## config.mk

```make
export PLATFORM = sky130hd
export DESIGN_NAME = uart_receiver_flat
export DESIGN_NICKNAME = d
export VERILOG_FILES = /design/src/rtl/uart_receiver_if.sv /design/src/rtl/uart_receiver.sv /design/src/flat_wrapper.sv
export SDC_FILE = /design/constraint.sdc
export NUM_CORES = 1
export LEC_CHECK = 0
export BUFFER_PORTS_ARGS = -buffer_cell sky130_fd_sc_hd__buf_4
export CAP_MARGIN = 20
export CORE_MARGIN = 2
export CORE_UTILIZATION = 35
export CTS_BUF_LIST = sky130_fd_sc_hd__clkbuf_8
export DETAILED_ROUTE_END_ITERATION = 16
export PLACE_DENSITY = 0.53
export SETUP_SLACK_MARGIN = 0.3
export SYNTH_ARGS = -nofsm -noshare
export SYNTH_HDL_FRONTEND = slang
export SYNTH_SLANG_ARGS = --single-unit
```

## constraint.sdc

```tcl
create_clock -name clk -period 2.7 [get_ports clk]
set_clock_uncertainty 0.05 [all_clocks]
set_input_delay 0.27 -clock clk [delete_from_list [all_inputs] [get_ports clk]]
set_output_delay 0.27 -clock clk [all_outputs]
set_load 0.02 [all_outputs]
```

## src/rtl/uart_receiver_if.sv

```systemverilog
// Serial receive bus: the line into the receiver and the byte/status outputs.
`timescale 1ns/1ps
interface uart_receiver_if;
  logic       bit_i;
  logic [7:0] data_o;
  logic       valid_o;
  logic       frame_err_o;
  logic       active_o;

  modport master (
    output bit_i,
    input  data_o, valid_o, frame_err_o, active_o
  );

  modport slave (
    input  bit_i,
    output data_o, valid_o, frame_err_o, active_o
  );
endinterface

```

## src/rtl/uart_receiver.sv

```systemverilog
// 8N1 UART receiver: synchronised line, start-bit validation at mid-bit,
// LSB-first data sampling, stop-bit check with valid / framing-error pulses.
`timescale 1ns/1ps
module uart_receiver #(
  parameter logic [12:0] CLKS_PER_BIT = 13'd1736
) (
  input  logic           clk,
  input  logic           rst_n,
  uart_receiver_if.slave bus
);

  localparam logic [12:0] HALF_LAST = CLKS_PER_BIT / 13'd2 - 13'd1;
  localparam logic [12:0] BIT_LAST  = CLKS_PER_BIT - 13'd1;

  typedef enum logic [2:0] {IDLE, START_B, DATA, STOP_B, CLEANUP} state_t;

  state_t      state, state_n;
  logic        sync1, rx, rx_q;
  logic [1:0]  settle;
  logic        armed;
  logic [12:0] cnt;
  logic [2:0]  bit_idx;
  logic [7:0]  shift_buf;
  logic [7:0]  data_q;
  logic        valid_q, err_q, active_q;
  logic        bit_done, stop_ok, stop_bad;

  assign bit_done = (cnt == BIT_LAST);
  assign stop_ok  = (state == STOP_B) && bit_done && rx;
  assign stop_bad = (state == STOP_B) && bit_done && !rx;

  // Two-flop synchronizer plus one delayed copy for falling-edge detection
  always_ff @(posedge clk or negedge rst_n) begin
    if (!rst_n) begin
      sync1 <= 1'b1;
      rx    <= 1'b1;
      rx_q  <= 1'b1;
    end else begin
      sync1 <= bus.bit_i;
      rx    <= sync1;
      rx_q  <= rx;
    end
  end

  // Start detection is armed only once the flushed line has been seen high,
  // so a low line present when reset releases cannot fake a falling edge.
  always_ff @(posedge clk or negedge rst_n) begin
    if (!rst_n) begin
      settle <= '0;
      armed  <= 1'b0;
    end else begin
      if (settle != 2'd3) settle <= settle + 2'd1;
      if (settle == 2'd3 && rx && rx_q) armed <= 1'b1;
    end
  end

  // State register
  always_ff @(posedge clk or negedge rst_n) begin
    if (!rst_n) state <= IDLE;
    else        state <= state_n;
  end

  // Next-state decode
  always_comb begin
    state_n = state;
    case (state)
      IDLE:    if (armed && rx_q && !rx) state_n = START_B;
      START_B: if (cnt == HALF_LAST) state_n = rx ? IDLE : DATA;
      DATA:    if (bit_done && bit_idx == 3'd7) state_n = STOP_B;
      STOP_B:  if (bit_done) state_n = CLEANUP;
      CLEANUP: state_n = IDLE;
      default: state_n = IDLE;
    endcase
  end

  // Bit-period counter, bit index and shift buffer
  always_ff @(posedge clk or negedge rst_n) begin
    if (!rst_n) begin
      cnt       <= '0;
      bit_idx   <= '0;
      shift_buf <= '0;
    end else begin
      if (state == DATA && bit_done) shift_buf[bit_idx] <= rx;
      if (state_n != state) begin
        cnt     <= '0;
        bit_idx <= '0;
      end else if (state == DATA && bit_done) begin
        cnt     <= '0;
        bit_idx <= bit_idx + 3'd1;
      end else if (state != IDLE && state != CLEANUP) begin
        cnt <= cnt + 13'd1;
      end
    end
  end

  // Registered outputs: byte latch, status pulses and frame-active flag
  always_ff @(posedge clk or negedge rst_n) begin
    if (!rst_n) begin
      data_q   <= '0;
      valid_q  <= 1'b0;
      err_q    <= 1'b0;
      active_q <= 1'b0;
    end else begin
      if (stop_ok) data_q <= shift_buf;
      valid_q  <= stop_ok;
      err_q    <= stop_bad;
      active_q <= (state_n == START_B) || (state_n == DATA) || (state_n == STOP_B);
    end
  end

  assign bus.data_o      = data_q;
  assign bus.valid_o     = valid_q;
  assign bus.frame_err_o = err_q;
  assign bus.active_o    = active_q;

endmodule

```

## src/flat_wrapper.sv

```systemverilog
// flat-port wrapper written by rule: the top's interface ports become plain ports
module uart_receiver_flat 
#(
  parameter logic [12:0] CLKS_PER_BIT = 13'd1736
)
  (clk, rst_n, bus_bit_i, bus_data_o, bus_valid_o, bus_frame_err_o, bus_active_o);
  uart_receiver_if bus_i ();
  input  logic clk;
  input  logic rst_n;
  input wire logic [$bits(bus_i.bit_i)-1:0] bus_bit_i;
  output wire logic [$bits(bus_i.data_o)-1:0] bus_data_o;
  output wire logic [$bits(bus_i.valid_o)-1:0] bus_valid_o;
  output wire logic [$bits(bus_i.frame_err_o)-1:0] bus_frame_err_o;
  output wire logic [$bits(bus_i.active_o)-1:0] bus_active_o;
  assign bus_i.bit_i = bus_bit_i;
  assign bus_data_o = bus_i.data_o;
  assign bus_valid_o = bus_i.valid_o;
  assign bus_frame_err_o = bus_i.frame_err_o;
  assign bus_active_o = bus_i.active_o;
  uart_receiver #(.CLKS_PER_BIT(CLKS_PER_BIT)) u_core (.clk(clk), .rst_n(rst_n), .bus(bus_i));
endmodule
```

==> results of run 1 <==
[layout make-up]
type | instances | share of cell area
clock buffers | 5 | 0.0292
clock inverters | 3 | 0.0202
inverters | 3 | 0.00478
multi-input cells | 114 | 0.390
flip-flops and latches | 44 | 0.469
well taps | 72 | 0.0382
repair buffers | 15 | 0.0489
[sequential cells by signal, indices dropped and copies added, names as in the netlist]
name and cells:
u_core.armed 1, u_core.bus.data_o 8, u_core.sync1 1, u_core.bus.frame_err_o 1, u_core.shift_buf 8, u_core.rx_q 1, u_core.cnt 13, u_core.bus.valid_o 1
u_core.rx 1, u_core.bit_idx 3, u_core.state 3, u_core.settle 2, u_core.bus.active_o 1
[where the power goes]
part,switching [uW],leakage [uW],internal [uW]
clock network,225,0.0000583,279
registers,66.0,0.000566,714
logic,87.5,0.000515,82.7
[worst paths after layout]
check                                       to  slack (ns)  cells after the start
max                        u_core.shift_buf[4]        0.56                      6
max in group asynchronous         u_core.sync1        1.78                      2
min                               u_core.sync1        0.03                      1
max reg2reg                u_core.shift_buf[4]        0.56                      6
min in group asynchronous     u_core.settle[0]        0.45                      2
min reg2reg                          u_core.rx        0.31                      0
[layer usage]
layer,up-vias,wire (microns),track usage
met2,19,1720,0.218
li1,616,-,-
met4,0,31,0.0356
met5,-,0,0
met1,618,1540,0.143
met3,5,132,0.0333
[placed cells by master, fill, tap and decap left out, drive strengths merged, types with 2 or more instances in the layout]
cell type | netlist | routed
and3 | 7 | 7
xnor2 | 7 | 7
buf | 3 | 14
a31o | 2 | 2
nor2b | 2 | 2
o2111ai | 2 | 2
inv | 3 | 3
and2 | 2 | 2
clkbuf | 2 | 5
o21ai | 3 | 3
mux2 | 17 | 17
clkinv | 0 | 2
nor3 | 4 | 4
ha | 4 | 4
nor4 | 3 | 3
nand3 | 3 | 3
dfrtp | 41 | 41
nor2 | 23 | 23
a21oi | 3 | 3
nand2 | 7 | 7
mux2i | 2 | 2
xor2 | 7 | 7
nand4 | 3 | 3
nand2b | 3 | 3
dfstp | 3 | 3
[kinds of logic after synthesis]
logic type / Yosys count / synth area share
XOR/XNOR: 14 / 0.0594
flip-flops: 44 / 0.535
multiplexers: 19 / 0.117
AND/OR/NAND/NOR: 62 / 0.191
adder cells (fa/ha/maj): 4 / 0.0242
AO/OA/AOI/OAI: 15 / 0.0527
buffers and inverters: 8 / 0.0206
[critical path: stages, from the launching register on]
cell and delay [ns]:
dfrtp_1 0.41, ha_1 0.20, nor4b_2 0.23, and4b_2 0.39
nand3_4 0.18, nor3_2 0.22, mux2_1 0.34
[Yosys cell counts, types with 4 or more instances]
library cell,count,area [sq um]
xor2_1,7,61.3
ha_1,4,50.1
mux2_4,8,120
and3_1,7,43.8
mux2_1,8,90.1
dfrtp_1,41,1030
nor3_2,4,40.0
xnor2_1,7,61.3
nor2_1,23,86.3
nand2_1,7,26.3
[timing repair]
item / 4_1_cts / 5_1_grt
setup endpoints to repair: 0 / 1
hold buffers: 1 / 0
endpoints found under the hold margin: 41 / 0
resized for setup: 0 / 1
[per-stage QoR]
| stage | utilization | total power [uW] | cells |
|---|---|---|---|
| 3_5_place_dp | 0.397 | 961 | 247 |
| 6_report | 0.420 | 1450 | 256 |
| 4_1_cts | 0.420 | 1480 | 256 |
| 3_3_place_gp | 0.397 | 949 | 247 |
| 5_1_grt | 0.420 | 1550 | 256 |
| 2_1_floorplan | - | 904 | 166 |
==> flow_metrics.tcl, run 1 <==
set metrics [dict create \
    clock_latency_ns 0.29 \
    drt_iter0_markers 15 \
    peakVddDrop_mv 0.290 \
    yosysWarnings 0 \
    place_congestion 0.801 \
    via_per_inst 4.91 \
    drt_first_pass_iters 4 \
    min_from "bus_bit_i" \
    slew_headroom 0.646 \
    grt_start_max_net_pins 45 \
    cts.sinks 44 \
    setup_tns_ns 0 \
    p_leak_uw 0.00114 \
    max_clock_freq_mhz 467 \
    drt_wl_total_microns 3430 \
    critPathRequiredTime_ns 2.83 \
    synth_fp_nets 173 \
    async_flop_share 1.00 \
    coreArea_sq_um 5610 \
    worstHoldPathType "input pin to flop" \
    seqCellArea_sq_um 1100 \
    vias 1258 \
    dp_hpwl_microns 2380 \
    syn_to_final_growth_pct 14.1 \
    track_usage 0.122 \
    finalSetupViolCount 0 \
    drive_above_1_share 0.250 \
    nets 190 \
    status "finished, final reports clean" \
    worst-path-max-fanout 7 \
    antenna_cells 0 \
    synth-edff-count 0 \
    numCtsBuffers 5 \
    wire_per_inst_microns 13.4 \
    worst_slew_pin_slew_ns 0.531 \
    antenna_found_initial 0 \
    postPlaceCellArea_sq_um 2230 \
    pre_cts_ws_ns 0.499 \
    row_count 27 \
    grt_setup_unrepaired "no" \
    overflow 0 \
    start_util 0.368 \
    cts.clk_slew.worst_paths_ns 0.08 \
    syn_area_per_cell_sq_um 12.4 \
    seq_area_frac_synth 0.535 \
    r2r_start "u_core.cnt[0]" \
    synthCells 166 \
    path_class "flop to flop" \
    multiInputGateArea_sq_um 918 \
    grt_pass1_wl_microns 6160 \
    cp-start-kind "flop" \
    io_pins 14 \
    die_x_microns 80.8 \
    htreeDepth 2 \
    hold_violations 0 \
    crit_arrival_ns 2.27 \
    synthFlopType "dfrtp_1" \
    io_buffers 13 \
    synth.distinct_cells 44 \
    cap_violations 0 \
    fin_ws_ns 0.558 \
    n_fill_cell 546 \
    finalCriticalPeriod_ns 2.14 \
    clockBufferDepth 2 \
    ys_ff_latch 44 \
    cts_tree "yes" \
    endpoint_kind "flop" \
    hold_ws_ns 0.0305 \
    grt_pass1_vias 1332 \
    die_h_microns 80.8 \
    period_share 0.793 \
    crit_path_start "u_core.cnt[0]" \
    postCtsSetupBuffers 0 \
    antenna_left 0 \
    power_density_nw_per_um2 617 \
    netlist_area_sq_um 2060 \
    route.detailed.drc 0 \
    die_area_sq_um 6530 \
    final_area_sq_um 2360 \
    cts_root_buffer "clkbuf_8" \
    final_max_slew_viol_count 0 \
]
(Power assumes the default switching activity.)
==> inputs of run 2 (changes only) <==
- clock period: 2.7 -> 2.15 ns (I/O delays scaled with it)
==> run 2 against run 1 <==
Clock power down 4.0%. Routed wire length up 13%. Flip-flop and latch count unchanged. First-iteration DRC count up 110%. Critical path depth unchanged.
==> flow_metrics.tcl, run 2 (synthesis gave the netlist of run 1 again) <==
set metrics [dict create \
    timing.reg2reg.setup_slack_ns 0.18 \
    final_common_cell "dfrtp_1" \
    power_density_nw_per_um2 708 \
    grt_setup_unrepaired "yes" \
    cts.sinks 44 \
    die_x_microns 80.8 \
    min_path_cells 0 \
    htreeDepth 2 \
    cp-start-kind "flop" \
    p_leak_uw 0.00119 \
    io_pins 14 \
    antenna_cells 0 \
    status "finished, final reports clean" \
    cp_slowest_stage_delay_ns 0.40 \
    die_area_sq_um 6530 \
    row_count 27 \
    cap_violations 0 \
    drt_iter0_markers 31 \
    worstHoldPathType "flop to flop" \
    cts_tree "yes" \
    drive_above_1_share 0.340 \
    coreArea_sq_um 5610 \
    pre_cts_ws_ns 0.0538 \
    via_per_inst 4.97 \
    largest_reg_flops 13 \
    place_congestion 0.811 \
    antenna_left 0 \
    slew_headroom 0.644 \
    start_util 0.368 \
    regMostFlops "u_core.cnt" \
    crit_arrival_ns 2.10 \
    r2r_end "u_core.bus.data_o[4]" \
    n_fill_cell 543 \
    critPathRequiredTime_ns 2.28 \
    peakVddDrop_mv 0.335 \
    die_h_microns 80.8 \
    grt_pass1_vias 1424 \
    cts_root_buffer "clkbuf_8" \
    syn_to_final_growth_pct 20.6 \
    slowest_stage "dfrtp_1" \
    track_usage 0.133 \
    path_class "flop to flop" \
    dp_cells 251 \
    dp_hpwl_microns 2630 \
    fin_ws_ns 0.178 \
    antenna_found_initial 0 \
    io_buffers 13 \
    finalSetupViolCount 0 \
    drt_first_pass_iters 4 \
    final_cell_mix "41 x dfrtp_1, 19 x buf_4, 16 x nor2_1" \
    min_to "u_core.rx" \
    clock_latency_ns 0.29 \
    period_share 0.917 \
    endpoint_kind "flop" \
    numCtsBuffers 5 \
    vias 1322 \
    overflow 0 \
    grt_start_max_net_pins 45 \
    final_max_slew_viol_count 0 \
    min_from "u_core.sync1" \
    worst-path-max-fanout 8 \
    crit_chain "ha_4 > nor4b_4 > and4b_2 > buf_6 > nand4_4 > mux2_4" \
    cts.clk_slew.worst_paths_ns 0.08 \
    clockBufferDepth 2 \
    hold_violations 0 \
    drt_wl_total_microns 3880 \
    finalCriticalPeriod_ns 1.97 \
    final_cells 266 \
    ff2ff_path_depth 6 \
    route.detailed.drc 0 \
    max_clock_freq_mhz 507 \
    setup_tns_ns 0 \
    grt_pass1_wl_microns 6640 \
    r2r_start "u_core.cnt[0]" \
    nets 200 \
    wire_per_inst_microns 14.6 \
    worst_slew_pin_slew_ns 0.534 \
]
-- run 2: power by group --
group	internal [uW]	switching, uW
clock	219	265
sequential	897	87.9
combinational	154	140
-- run 2: critical path, delay by kind of cell, from the launching register on --
| family | cells | cell delay (ns) |
|---|---|---|
| simple gates | 3 | 0.74 |
| flops | 1 | 0.40 |
| mux | 1 | 0.37 |
| fa+ha+maj | 1 | 0.16 |
| buf+inv | 1 | 0.13 |
-- run 2: layout make-up --
class / count / area, sq um / area share
clock buffer: 5 / 68.8 / 0.0276
clock inverter: 3 / 12.5 / 0.00503
inverter: 3 / 11.3 / 0.00452
multi-input combinational: 114 / 995 / 0.399
sequential: 44 / 1100 / 0.444
tap: 72 / 90.1 / 0.0362
timing repair buffer: 25 / 208 / 0.0834
-- run 2: per-stage QoR --
| step | hold WS [ns] | total power, uW | util | area [sq um] |
|---|---|---|---|---|
| finish | 0.308 | 1760 | 0.444 | 2490 |
| global route | 0.317 | 1890 | 0.444 | 2490 |
| CTS | 0.309 | 1750 | 0.431 | 2420 |
| detailed placement | 0.195 | 1220 | 0.404 | 2270 |
| global placement | 0.180 | 1210 | 0.404 | 2270 |
| floorplan | -0.131 | 1150 | - | 2070 |
-- run 2: repair_timing --
item	in CTS	in global routing
setup buffers	4	0
pin swaps	3	4
hold buffers	2	0
gates resized for setup	6	16
gates cloned	0	1
endpoints found under the setup margin	33	33
endpoints found under the hold margin	42	0
-- run 2: routing by layer --
layer,global-route usage,part of all wire,vias up,wire length [microns]
met4,0.0458,0.011,0,44
met1,0.164,0.44,671,1710
met2,0.226,0.52,16,2000
li1,-,-,630,-
met3,0.0333,0.030,5,115
met5,0,0,-,0
-- run 2: worst max path at each step --
stage | cells past startpoint | startpoint | endpoint | slack, ns
2_1_floorplan | 7 | u_core.cnt[0] | u_core.shift_buf[0] | 0.29
3_3_place_gp | 6 | u_core.cnt[0] | u_core.bus.data_o[0] | 0.15
3_5_place_dp | 6 | u_core.cnt[0] | u_core.bus.data_o[4] | 0.05
4_1_cts | 6 | u_core.cnt[0] | u_core.bus.data_o[4] | 0.17
5_1_grt | 6 | u_core.cnt[0] | u_core.shift_buf[1] | 0.1
6_report | 6 | u_core.cnt[0] | u_core.bus.data_o[4] | 0.18
==> inputs of run 3 (changes only) <==
- CELL_PAD_IN_SITES_DETAIL_PLACEMENT: default -> 0
- CELL_PAD_IN_SITES_GLOBAL_PLACEMENT: default -> 1
- PLACE_DENSITY: 0.53 -> 0.62
==> run 3 against run 2 <==
Register-to-register slack gained 0.05 ns. Routed wire length decreased by 2.5%. Sequential power is 1% lower. Utilization down 0.60 points. Worst setup slack better by 0.053 ns. Hold slack better by 0.0028 ns. Combinational power is 4% lower. Total power decreased by 1.3%. Via count is 1.6% higher. First-iteration DRC count shrank 19%. Design area decreased by 1.4%. Clock power about the same. Critical endpoint is now u_core.shift_buf[1]. Largest power group unchanged.
==> flow_metrics.tcl, run 3 (synthesis gave the netlist of run 1 again) <==
set metrics [dict create \
    status "finished, final reports clean" \
    finalCriticalPeriod_ns 1.92 \
    highest_layer "met4" \
    met1Wirelength_microns 1620 \
    grt_pass1_vias 1422 \
    die_h_microns 80.8 \
    start_util 0.368 \
    postPlaceCellArea_sq_um 2270 \
    final_area_sq_um 2460 \
    worst-path-max-fanout 5 \
    clock_latency_ns 0.29 \
    grt_setup_unrepaired "yes" \
    path_class "flop to flop" \
    regMostFlops "u_core.cnt" \
    pwr-share-comb 0.162 \
    finalSetupViolCount 0 \
    antenna_cells 0 \
    io_buffers 13 \
    worstHoldPathType "flop to flop" \
    slew_headroom 0.637 \
    seqPwrFrac 0.560 \
    nets 202 \
    max_clock_freq_mhz 521 \
    syn_to_final_growth_pct 19.0 \
    final_common_cell "dfrtp_1" \
    cts_tree "yes" \
    hold_violations 0 \
    worst_slew_pin_slew_ns 0.545 \
    drt_first_pass_iters 4 \
    critPathRequiredTime_ns 2.28 \
    grt_pass1_wl_microns 6640 \
    final_max_slew_viol_count 0 \
    wire_per_inst_microns 14.1 \
    cts.sinks 44 \
    hold_ws_ns 0.310 \
    die_area_sq_um 6530 \
    largest_reg_flops 13 \
    grt_start_max_net_pins 45 \
    crit_arrival_ns 2.05 \
    drive_above_1_share 0.306 \
    coreArea_sq_um 5610 \
    clockPowerShare 0.278 \
    clockBufferDepth 2 \
    row_count 27 \
    total_power_uw 1740 \
    antenna_found_initial 0 \
    p_leak_uw 0.00119 \
    io_pins 14 \
    setup_tns_ns 0 \
    die_x_microns 80.8 \
    place_congestion 0.835 \
    vias 1343 \
    dp_hpwl_microns 2680 \
    final_cell_mix "41 x dfrtp_1, 23 x buf_4, 21 x nor2_1" \
    cap_violations 0 \
    p_int_uw 1260 \
    wl_met2_microns 1960 \
    p_switching_uw 477 \
    cts.clk_slew.worst_paths_ns 0.08 \
    htreeDepth 2 \
    track_usage 0.135 \
    period_share 0.893 \
    numCtsBuffers 5 \
    overflow 0 \
    finish.utilization 0.438 \
    drt_wl_total_microns 3780 \
    route.detailed.drc 0 \
    cp-start-kind "flop" \
    wl_met3_microns 118 \
    endpoint_kind "flop" \
    peakVddDrop_mv 0.350 \
    cts_root_buffer "clkbuf_8" \
    switching_share 0.274 \
    antenna_left 0 \
    via_per_inst 5.01 \
    drt_iter0_markers 25 \
    power_density_nw_per_um2 708 \
]
## run 3: path summary, 6_finish.rpt
path	startpoint	endpoint	slack [ns]	cells after the start
worst max-delay path	u_core.cnt[0]	u_core.shift_buf[1]	0.23	7
worst min-delay path	u_core.sync1	u_core.rx	0.31	0
worst max register to register	u_core.cnt[0]	u_core.shift_buf[1]	0.23	7
worst min register to register	u_core.sync1	u_core.rx	0.31	0
max in group asynchronous	rst_n	u_core.sync1	1.26	2
min in group asynchronous	rst_n	u_core.bus.data_o[7]	0.40	2
## run 3: metal layers
metal  up-vias  global-route usage
met2        24               0.242
met5         -                   0
met3        10              0.0300
met4         0              0.0610
li1        640                   -
met1       669               0.153
## run 3: cell type report
cell class / count / area [sq um]
clock buffer: 5 / 68.8
clock inverter: 3 / 12.5
fill: 559 / 3150
inverter: 3 / 11.3
multi-input combinational: 114 / 953
sequential: 44 / 1100
tap: 72 / 90.1
timing repair buffer: 27 / 215
## run 3: per-stage QoR
stage,instances,setup WS [ns]
3_3_place_gp,251,0.191
2_1_floorplan,166,0.286
3_5_place_dp,251,0.104
4_1_cts,266,0.211
5_1_grt,268,0.102
6_report,268,0.230
## run 3: power by group through the flow
stage          registers [uW]  logic [uW]  clock network (uW)
3_3_place_gp              992         218                   0
2_1_floorplan             973         174                   0
6_report                  973         282                 484
5_1_grt                   982         327                 551
4_1_cts                   973         286                 502
3_5_place_dp              998         230                   0
## run 3: critical path, cell delays in order, from the launching register on
cell,delay (ns)
dfrtp_1,0.36
ha_2,0.18
nor4b_4,0.20
and4b_1,0.23
buf_6,0.13
nand4_2,0.16
nor3_2,0.16
mux2_1,0.33
## run 3: timing repair
| action | in CTS | in global routing |
|---|---|---|
| setup endpoints to repair | 20 | 20 |
| resized for setup | 3 | 6 |
| hold buffers | 2 | 0 |
| buffers inserted | 5 | 2 |
| pin swaps | 2 | 1 |
| endpoints found under the hold margin | 42 | 0 |
